### src/rtl/riscv_hazard_unit_sb_if.sv
// Pipeline-to-hazard-unit bundle: stage addresses and write enables in,
// stall/flush/forward controls and scoreboard status out.
interface riscv_hazard_unit_sb_if #(
    parameter int REG_ADDR_BITS = 5
);
    logic [REG_ADDR_BITS-1:0] rs1_addr_d;
    logic [REG_ADDR_BITS-1:0] rs2_addr_d;
    logic [REG_ADDR_BITS-1:0] rd_addr_d;
    logic                     long_op_d;
    logic [REG_ADDR_BITS-1:0] rs1_addr_e;
    logic [REG_ADDR_BITS-1:0] rs2_addr_e;
    logic [REG_ADDR_BITS-1:0] rd_addr_e;
    logic                     long_op_e;
    logic                     reg_wr_en_e;
    logic [REG_ADDR_BITS-1:0] rd_addr_m;
    logic                     reg_wr_en_m;
    logic [REG_ADDR_BITS-1:0] rd_addr_w;
    logic                     reg_wr_en_w;
    logic                     pc_redirect;
    logic                     cmpl_valid;
    logic [REG_ADDR_BITS-1:0] cmpl_rd;
    logic                     stall_f;
    logic                     stall_d;
    logic                     flush_d;
    logic                     flush_e;
    logic [1:0]               forward_ae;
    logic [1:0]               forward_be;
    logic                     sb_full;
    logic                     sb_err;

    modport master (
        output rs1_addr_d, rs2_addr_d, rd_addr_d, long_op_d,
        output rs1_addr_e, rs2_addr_e, rd_addr_e, long_op_e, reg_wr_en_e,
        output rd_addr_m, reg_wr_en_m, rd_addr_w, reg_wr_en_w,
        output pc_redirect, cmpl_valid, cmpl_rd,
        input  stall_f, stall_d, flush_d, flush_e,
        input  forward_ae, forward_be, sb_full, sb_err
    );

    modport slave (
        input  rs1_addr_d, rs2_addr_d, rd_addr_d, long_op_d,
        input  rs1_addr_e, rs2_addr_e, rd_addr_e, long_op_e, reg_wr_en_e,
        input  rd_addr_m, reg_wr_en_m, rd_addr_w, reg_wr_en_w,
        input  pc_redirect, cmpl_valid, cmpl_rd,
        output stall_f, stall_d, flush_d, flush_e,
        output forward_ae, forward_be, sb_full, sb_err
    );
endinterface

### src/rtl/riscv_hazard_unit_sb.sv
// Scoreboarded hazard unit: per-register busy bits plus an outstanding
// long-latency write counter drive D-stage stalls, flushes and E forwarding.
module riscv_hazard_unit_sb #(
    parameter int REG_ADDR_BITS   = 5,
    parameter int MAX_OUTSTANDING = 4,
    parameter int CNT_BITS        = $clog2(MAX_OUTSTANDING + 1)
) (
    input logic                   i_clk,
    input logic                   i_rst,
    riscv_hazard_unit_sb_if.slave hz_if
);
    localparam int NUM_REGS = 1 << REG_ADDR_BITS;
    localparam logic [CNT_BITS-1:0] CNT_MAX    = CNT_BITS'(MAX_OUTSTANDING);
    localparam logic [CNT_BITS-1:0] CNT_MAX_M1 = CNT_BITS'(MAX_OUTSTANDING - 1);
    localparam logic [CNT_BITS-1:0] CNT_ONE    = CNT_BITS'(1);

    logic [NUM_REGS-1:0] busy_q;
    logic [NUM_REGS-1:0] busy_nxt;
    logic [CNT_BITS-1:0] count_q;
    logic                sb_err_q;
    logic                flush_e_q;

    logic issue;
    logic cmpl_ok;
    logic cmpl_bad;
    logic raw;
    logic waw;
    logic cap;
    logic hz;

    function automatic logic [1:0] fwd_sel(
        input logic [REG_ADDR_BITS-1:0] rs,
        input logic [REG_ADDR_BITS-1:0] rd_m,
        input logic                     en_m,
        input logic [REG_ADDR_BITS-1:0] rd_w,
        input logic                     en_w
    );
        if (rs != '0 && en_m && rs == rd_m)
            return 2'b10;
        else if (rs != '0 && en_w && rs == rd_w)
            return 2'b01;
        else
            return 2'b00;
    endfunction

    // A flush last cycle means E now holds a bubble whose fields must not issue.
    always_comb begin
        issue    = hz_if.long_op_e & hz_if.reg_wr_en_e & (hz_if.rd_addr_e != '0) & ~flush_e_q;
        cmpl_ok  = hz_if.cmpl_valid & busy_q[hz_if.cmpl_rd];
        cmpl_bad = hz_if.cmpl_valid & ~busy_q[hz_if.cmpl_rd];

        raw = ((hz_if.rs1_addr_d != '0) &
               (busy_q[hz_if.rs1_addr_d] | (issue & (hz_if.rs1_addr_d == hz_if.rd_addr_e)))) |
              ((hz_if.rs2_addr_d != '0) &
               (busy_q[hz_if.rs2_addr_d] | (issue & (hz_if.rs2_addr_d == hz_if.rd_addr_e))));
        waw = (hz_if.rd_addr_d != '0) &
              (busy_q[hz_if.rd_addr_d] | (issue & (hz_if.rd_addr_d == hz_if.rd_addr_e)));
        cap = hz_if.long_op_d &
              ((count_q == CNT_MAX) | ((count_q == CNT_MAX_M1) & issue & ~cmpl_ok));
        hz  = raw | waw | cap;
    end

    always_comb begin
        hz_if.stall_f    = hz & ~hz_if.pc_redirect;
        hz_if.stall_d    = hz & ~hz_if.pc_redirect;
        hz_if.flush_d    = hz_if.pc_redirect;
        hz_if.flush_e    = hz_if.pc_redirect | hz;
        hz_if.forward_ae = fwd_sel(hz_if.rs1_addr_e, hz_if.rd_addr_m, hz_if.reg_wr_en_m,
                                   hz_if.rd_addr_w, hz_if.reg_wr_en_w);
        hz_if.forward_be = fwd_sel(hz_if.rs2_addr_e, hz_if.rd_addr_m, hz_if.reg_wr_en_m,
                                   hz_if.rd_addr_w, hz_if.reg_wr_en_w);
        hz_if.sb_full    = (count_q == CNT_MAX);
        hz_if.sb_err     = sb_err_q;
    end

    // Set is applied after clear so an issue and completion on one register leave it busy.
    always_comb begin
        busy_nxt = busy_q;
        if (cmpl_ok)
            busy_nxt[hz_if.cmpl_rd] = 1'b0;
        if (issue)
            busy_nxt[hz_if.rd_addr_e] = 1'b1;
        busy_nxt[0] = 1'b0;
    end

    always_ff @(posedge i_clk or posedge i_rst) begin
        if (i_rst) begin
            busy_q    <= '0;
            count_q   <= '0;
            sb_err_q  <= 1'b0;
            flush_e_q <= 1'b0;
        end else begin
            busy_q    <= busy_nxt;
            flush_e_q <= hz_if.flush_e;
            if (cmpl_bad)
                sb_err_q <= 1'b1;
            if (issue && !cmpl_ok && count_q != CNT_MAX)
                count_q <= count_q + CNT_ONE;
            else if (!issue && cmpl_ok && count_q != '0)
                count_q <= count_q - CNT_ONE;
        end
    end
endmodule

### src/flat_wrapper.sv
// flat-port wrapper written by rule: the top's interface ports become plain ports
module riscv_hazard_unit_sb_flat 
#(
    parameter int REG_ADDR_BITS   = 5,
    parameter int MAX_OUTSTANDING = 4,
    parameter int CNT_BITS        = $clog2(MAX_OUTSTANDING + 1)
)
  (i_clk, i_rst, hz_if_rs1_addr_d, hz_if_rs2_addr_d, hz_if_rd_addr_d, hz_if_long_op_d, hz_if_rs1_addr_e, hz_if_rs2_addr_e, hz_if_rd_addr_e, hz_if_long_op_e, hz_if_reg_wr_en_e, hz_if_rd_addr_m, hz_if_reg_wr_en_m, hz_if_rd_addr_w, hz_if_reg_wr_en_w, hz_if_pc_redirect, hz_if_cmpl_valid, hz_if_cmpl_rd, hz_if_stall_f, hz_if_stall_d, hz_if_flush_d, hz_if_flush_e, hz_if_forward_ae, hz_if_forward_be, hz_if_sb_full, hz_if_sb_err);
  riscv_hazard_unit_sb_if #(.REG_ADDR_BITS(REG_ADDR_BITS)) hz_if_i ();
  input logic i_clk;
  input logic i_rst;
  input wire logic [$bits(hz_if_i.rs1_addr_d)-1:0] hz_if_rs1_addr_d;
  input wire logic [$bits(hz_if_i.rs2_addr_d)-1:0] hz_if_rs2_addr_d;
  input wire logic [$bits(hz_if_i.rd_addr_d)-1:0] hz_if_rd_addr_d;
  input wire logic [$bits(hz_if_i.long_op_d)-1:0] hz_if_long_op_d;
  input wire logic [$bits(hz_if_i.rs1_addr_e)-1:0] hz_if_rs1_addr_e;
  input wire logic [$bits(hz_if_i.rs2_addr_e)-1:0] hz_if_rs2_addr_e;
  input wire logic [$bits(hz_if_i.rd_addr_e)-1:0] hz_if_rd_addr_e;
  input wire logic [$bits(hz_if_i.long_op_e)-1:0] hz_if_long_op_e;
  input wire logic [$bits(hz_if_i.reg_wr_en_e)-1:0] hz_if_reg_wr_en_e;
  input wire logic [$bits(hz_if_i.rd_addr_m)-1:0] hz_if_rd_addr_m;
  input wire logic [$bits(hz_if_i.reg_wr_en_m)-1:0] hz_if_reg_wr_en_m;
  input wire logic [$bits(hz_if_i.rd_addr_w)-1:0] hz_if_rd_addr_w;
  input wire logic [$bits(hz_if_i.reg_wr_en_w)-1:0] hz_if_reg_wr_en_w;
  input wire logic [$bits(hz_if_i.pc_redirect)-1:0] hz_if_pc_redirect;
  input wire logic [$bits(hz_if_i.cmpl_valid)-1:0] hz_if_cmpl_valid;
  input wire logic [$bits(hz_if_i.cmpl_rd)-1:0] hz_if_cmpl_rd;
  output wire logic [$bits(hz_if_i.stall_f)-1:0] hz_if_stall_f;
  output wire logic [$bits(hz_if_i.stall_d)-1:0] hz_if_stall_d;
  output wire logic [$bits(hz_if_i.flush_d)-1:0] hz_if_flush_d;
  output wire logic [$bits(hz_if_i.flush_e)-1:0] hz_if_flush_e;
  output wire logic [$bits(hz_if_i.forward_ae)-1:0] hz_if_forward_ae;
  output wire logic [$bits(hz_if_i.forward_be)-1:0] hz_if_forward_be;
  output wire logic [$bits(hz_if_i.sb_full)-1:0] hz_if_sb_full;
  output wire logic [$bits(hz_if_i.sb_err)-1:0] hz_if_sb_err;
  assign hz_if_i.rs1_addr_d = hz_if_rs1_addr_d;
  assign hz_if_i.rs2_addr_d = hz_if_rs2_addr_d;
  assign hz_if_i.rd_addr_d = hz_if_rd_addr_d;
  assign hz_if_i.long_op_d = hz_if_long_op_d;
  assign hz_if_i.rs1_addr_e = hz_if_rs1_addr_e;
  assign hz_if_i.rs2_addr_e = hz_if_rs2_addr_e;
  assign hz_if_i.rd_addr_e = hz_if_rd_addr_e;
  assign hz_if_i.long_op_e = hz_if_long_op_e;
  assign hz_if_i.reg_wr_en_e = hz_if_reg_wr_en_e;
  assign hz_if_i.rd_addr_m = hz_if_rd_addr_m;
  assign hz_if_i.reg_wr_en_m = hz_if_reg_wr_en_m;
  assign hz_if_i.rd_addr_w = hz_if_rd_addr_w;
  assign hz_if_i.reg_wr_en_w = hz_if_reg_wr_en_w;
  assign hz_if_i.pc_redirect = hz_if_pc_redirect;
  assign hz_if_i.cmpl_valid = hz_if_cmpl_valid;
  assign hz_if_i.cmpl_rd = hz_if_cmpl_rd;
  assign hz_if_stall_f = hz_if_i.stall_f;
  assign hz_if_stall_d = hz_if_i.stall_d;
  assign hz_if_flush_d = hz_if_i.flush_d;
  assign hz_if_flush_e = hz_if_i.flush_e;
  assign hz_if_forward_ae = hz_if_i.forward_ae;
  assign hz_if_forward_be = hz_if_i.forward_be;
  assign hz_if_sb_full = hz_if_i.sb_full;
  assign hz_if_sb_err = hz_if_i.sb_err;
  riscv_hazard_unit_sb #(.REG_ADDR_BITS(REG_ADDR_BITS), .MAX_OUTSTANDING(MAX_OUTSTANDING), .CNT_BITS(CNT_BITS)) u_core (.i_clk(i_clk), .i_rst(i_rst), .hz_if(hz_if_i));
endmodule
### config.mk
export PLATFORM = sky130hd
export DESIGN_NAME = riscv_hazard_unit_sb_flat
export DESIGN_NICKNAME = d
export VERILOG_FILES = /design/src/rtl/riscv_hazard_unit_sb_if.sv /design/src/rtl/riscv_hazard_unit_sb.sv /design/src/flat_wrapper.sv
export SDC_FILE = /design/constraint.sdc
export NUM_CORES = 1
export LEC_CHECK = 0
export ABC_AREA = 1
export CAP_MARGIN = 20
export CORE_UTILIZATION = 50
export DETAILED_ROUTE_END_ITERATION = 8
export PLACE_DENSITY_LB_ADDON = 0.2
export SLEW_MARGIN = 5
export SYNTH_ARGS = -nofsm -noshare
export SYNTH_HDL_FRONTEND = slang
export SYNTH_SLANG_ARGS = --single-unit
### constraint.sdc
create_clock -name i_clk -period 2.5 [get_ports i_clk]
set_input_delay 0.5 -clock i_clk [delete_from_list [all_inputs] [get_ports i_clk]]
set_output_delay 0.5 -clock i_clk [all_outputs]
set_load 0.02 [all_outputs]
==> results.toml <==
[place]
dp_hpwl_um = 9740
dpl_worst_slack_ns = -0.927
io_buffers = 63
place.gp.congestion = 0.933

[clocking]
cts_hold_buf = 0
h-tree-depth = 2
cts_sinks = 36
cts.clk_slew.worst_paths_ns = 0.07
clock_latency_ns = 0.29
cts_buffers = 5
cts_tree = "yes"
clock_path_buffers = 2
root_buffer = "clkbuf_8"

[sta]
maxSlewViolCount = 0
hold_viol = 0
layout_setup_ws_ns = -0.0309
slew_headroom = 0.699
fin_setup_tns_ns = -0.0426
min_period_ns = 2.53
period_share = 1.01
final-setup-viol-count = 3
worstMarginPinSlew_ns = 0.447
clock_skew_ns = 0.00786
rsz0062_at_grt = "true"
fmaxAchievable_mhz = 395

[outcome]
status = "finished, violations left"
violations = "setup timing"

[worst_setup_path]
cp-end-kind = "output pin"
crit_slowest_cell = "clkinvlp_4"
path_max_fanout = 8
required_ns = 2.00
cp.buffers_inverters = 3
cpMostUsedCell = "nand3_1"
max_stage_delay_ns = 0.20
critPathKind = "in -> out"
cp_top_family = "simple AND/OR/NAND/NOR gates"
startpoint_type = "input port"
crit_arrival_ns = 2.03
crit_chain = "buf_2 -> clkinvlp_4 -> nand2_1 -> nand3_1 -> nand3_1 -> nand3_1 -> nand3_1 -> nand2_1 -> nor2_1 -> nand2_1 -> nor2_4 -> nand3b_1 -> buf_6"

[power_and_ir_drop]
cellPowerDensity_nw_per_um2 = 387
ir_worst_vdd_mv = 0.572
leakage_nw = 2.69

[detailed_routing]
vias = 4896
wl_um = 13800
vias_per_cell = 5.74
drtAntennaViolNets = 0
drt_iter0_markers = 439
wl_per_cell_um = 16.2
drcViolationCount = 0
dr.pass1.iters = 6

[logic_synthesis]
synth_top_area_cell = "nand2_1"
synth-seq-cells = 36
ys_types = 37
synth.avg_cell_area_sq_um = 5.94
syn_nets = 658
yosysMostFrequentCell = "nand2_1"
synth_ff_type = "dfrtp_1"
ys_seq_area_frac = 0.251
synth_area_sq_um = 3580
synthTopCellsByArea = "nand2_1 26%, dfrtp_1 25%, nand3_1 11%"
synth_edf_count = 0
async_flop_share = 1.00
synth_top_area_frac = 0.264
synth_warnings = 0
syn_inst = 603
synth_commonest_cells = "252 x nand2_1, 77 x nand3_1, 46 x inv_1, 36 x dfrtp_1, 32 x o21ai_1"

[grt]
grt_pass1_wl_um = 20800
grt_pass1_vias = 4467
antenna_found_initial = 0
grt_busiest_layer = "met2"
met1_usage = 0.431
grtUsageTotal = 0.355
grtUsageMet3 = 0.0571
grt_overflow_total = 0
grtUsageMet2 = 0.623
grt_max_degree = 37

[die]
core_area_sq_um = 6870
ios = 64
fp.dieW_um = 86.7
row_count = 30
die_y_um = 86.7
die_area_sq_um = 7510
start_util = 0.522

[final_layout]
fill_cells = 487
finalNetCount = 811
layout-drive-gt1-share = 0.292
synthToLayoutAreaGrowth_pct = 50.6
diodes = 0

[min_path]
hold_class = "reg -> reg"

[job]
maxCapViolCount = 0
-- area by class of cell --
type	instances	area, sq um	share of cell area
timing repair buffer	169	1440	0.267
tap	96	120	0.0223
clock inverter	3	42.5	0.00788
timing repair inverter	1	7.51	0.00139
multi-input combinational	490	2570	0.476
sequential	36	925	0.171
inverter	53	224	0.0415
clock buffer	5	68.8	0.0127
-- logic make-up after synthesis --
kind of cell	count (synthesis)	synth area share
flip-flops	36	0.251
AND/OR/NAND/NOR	401	0.491
buffers and inverters	77	0.0957
adder cells (fa/ha/maj)	1	0.00559
XOR/XNOR	23	0.0562
AO/OA/AOI/OAI	65	0.100
-- cell usage in the layout (no fill, tap or decap), types with 6 or more instances in the layout --
master,n
clkdlybuf4s50_1,29
clkbuf_2,9
dfrtp_1,17
nand2_1,239
a21oi_1,6
nor3_1,6
inv_1,38
xnor2_1,7
inv_2,8
buf_4,95
nand4_1,7
buf_6,14
dfrtp_2,19
o21ai_1,40
dlygate4sd2_1,9
nand2_2,15
dlymetal6s2s_1,6
nand3_1,74
nor2_1,23
xor2_1,16
-- report_power, final --
| group | leakage, nW | internal, mW | total [mW] | switching [mW] |
|---|---|---|---|---|
| logic | 2.18 | 0.362 | 0.819 | 0.457 |
| clock network | 0.0541 | 0.295 | 0.515 | 0.220 |
| registers | 0.451 | 0.648 | 0.754 | 0.106 |
| total | 2.69 | 1.31 | 2.09 | 0.782 |
-- what timing repair did --
action,4_1_cts,5_1_grt
pin swaps,9,25
setup buffers,5,12
gates cloned,2,2
setup endpoints to repair,9,7
hold endpoints to repair,0,0
resized for setup,101,94
-- worst paths after layout --
check / end / from / cells after the start / slack (ns)
max reg2reg: u_core.count_q[2]$_DFFE_PP0P_ / u_core.busy_q[10]$_DFF_PP0_ / 18 / 0.14
min: u_core.hz_if.sb_err$_DFFE_PP0P_ / u_core.hz_if.sb_err$_DFFE_PP0P_ / 1 / 0.52
min in group asynchronous: u_core.busy_q[22]$_DFF_PP0_ / i_rst / 3 / 0.59
min reg2reg: u_core.hz_if.sb_err$_DFFE_PP0P_ / u_core.hz_if.sb_err$_DFFE_PP0P_ / 1 / 0.52
max in group asynchronous: u_core.busy_q[11]$_DFF_PP0_ / i_rst / 3 / 1.55
max: hz_if_flush_e / hz_if_rd_addr_d[0] / 13 / -0.03
-- per-stage QoR --
stage / util / hold slack (ns) / instance area (sq um) / power [mW] / cells
after detailed placement: 0.709 / 0.491 / 4870 / 1.46 / 824
after global routing: 0.786 / 0.530 / 5400 / 2.19 / 853
after floorplan: - / 0.462 / 3600 / 1.12 / 603
final: 0.786 / 0.524 / 5400 / 2.09 / 853
after global placement: 0.709 / 0.480 / 4870 / 1.44 / 824
after CTS: 0.749 / 0.526 / 5140 / 2.01 / 839
-- state kept, by name, indices dropped and copies added (netlist names) --
signal / flops
u_core.busy_q: 31
u_core.count_q: 3
u_core.flush_e_q: 1
u_core.hz_if.sb_err: 1
-- layer usage --
metal,vias to the layer above,share of wire
met1,2208,0.38
li1,2266,-
met2,347,0.47
met4,0,0.041
met3,75,0.11
met5,-,0
Note: power is estimated with default switching activity, not from simulation.
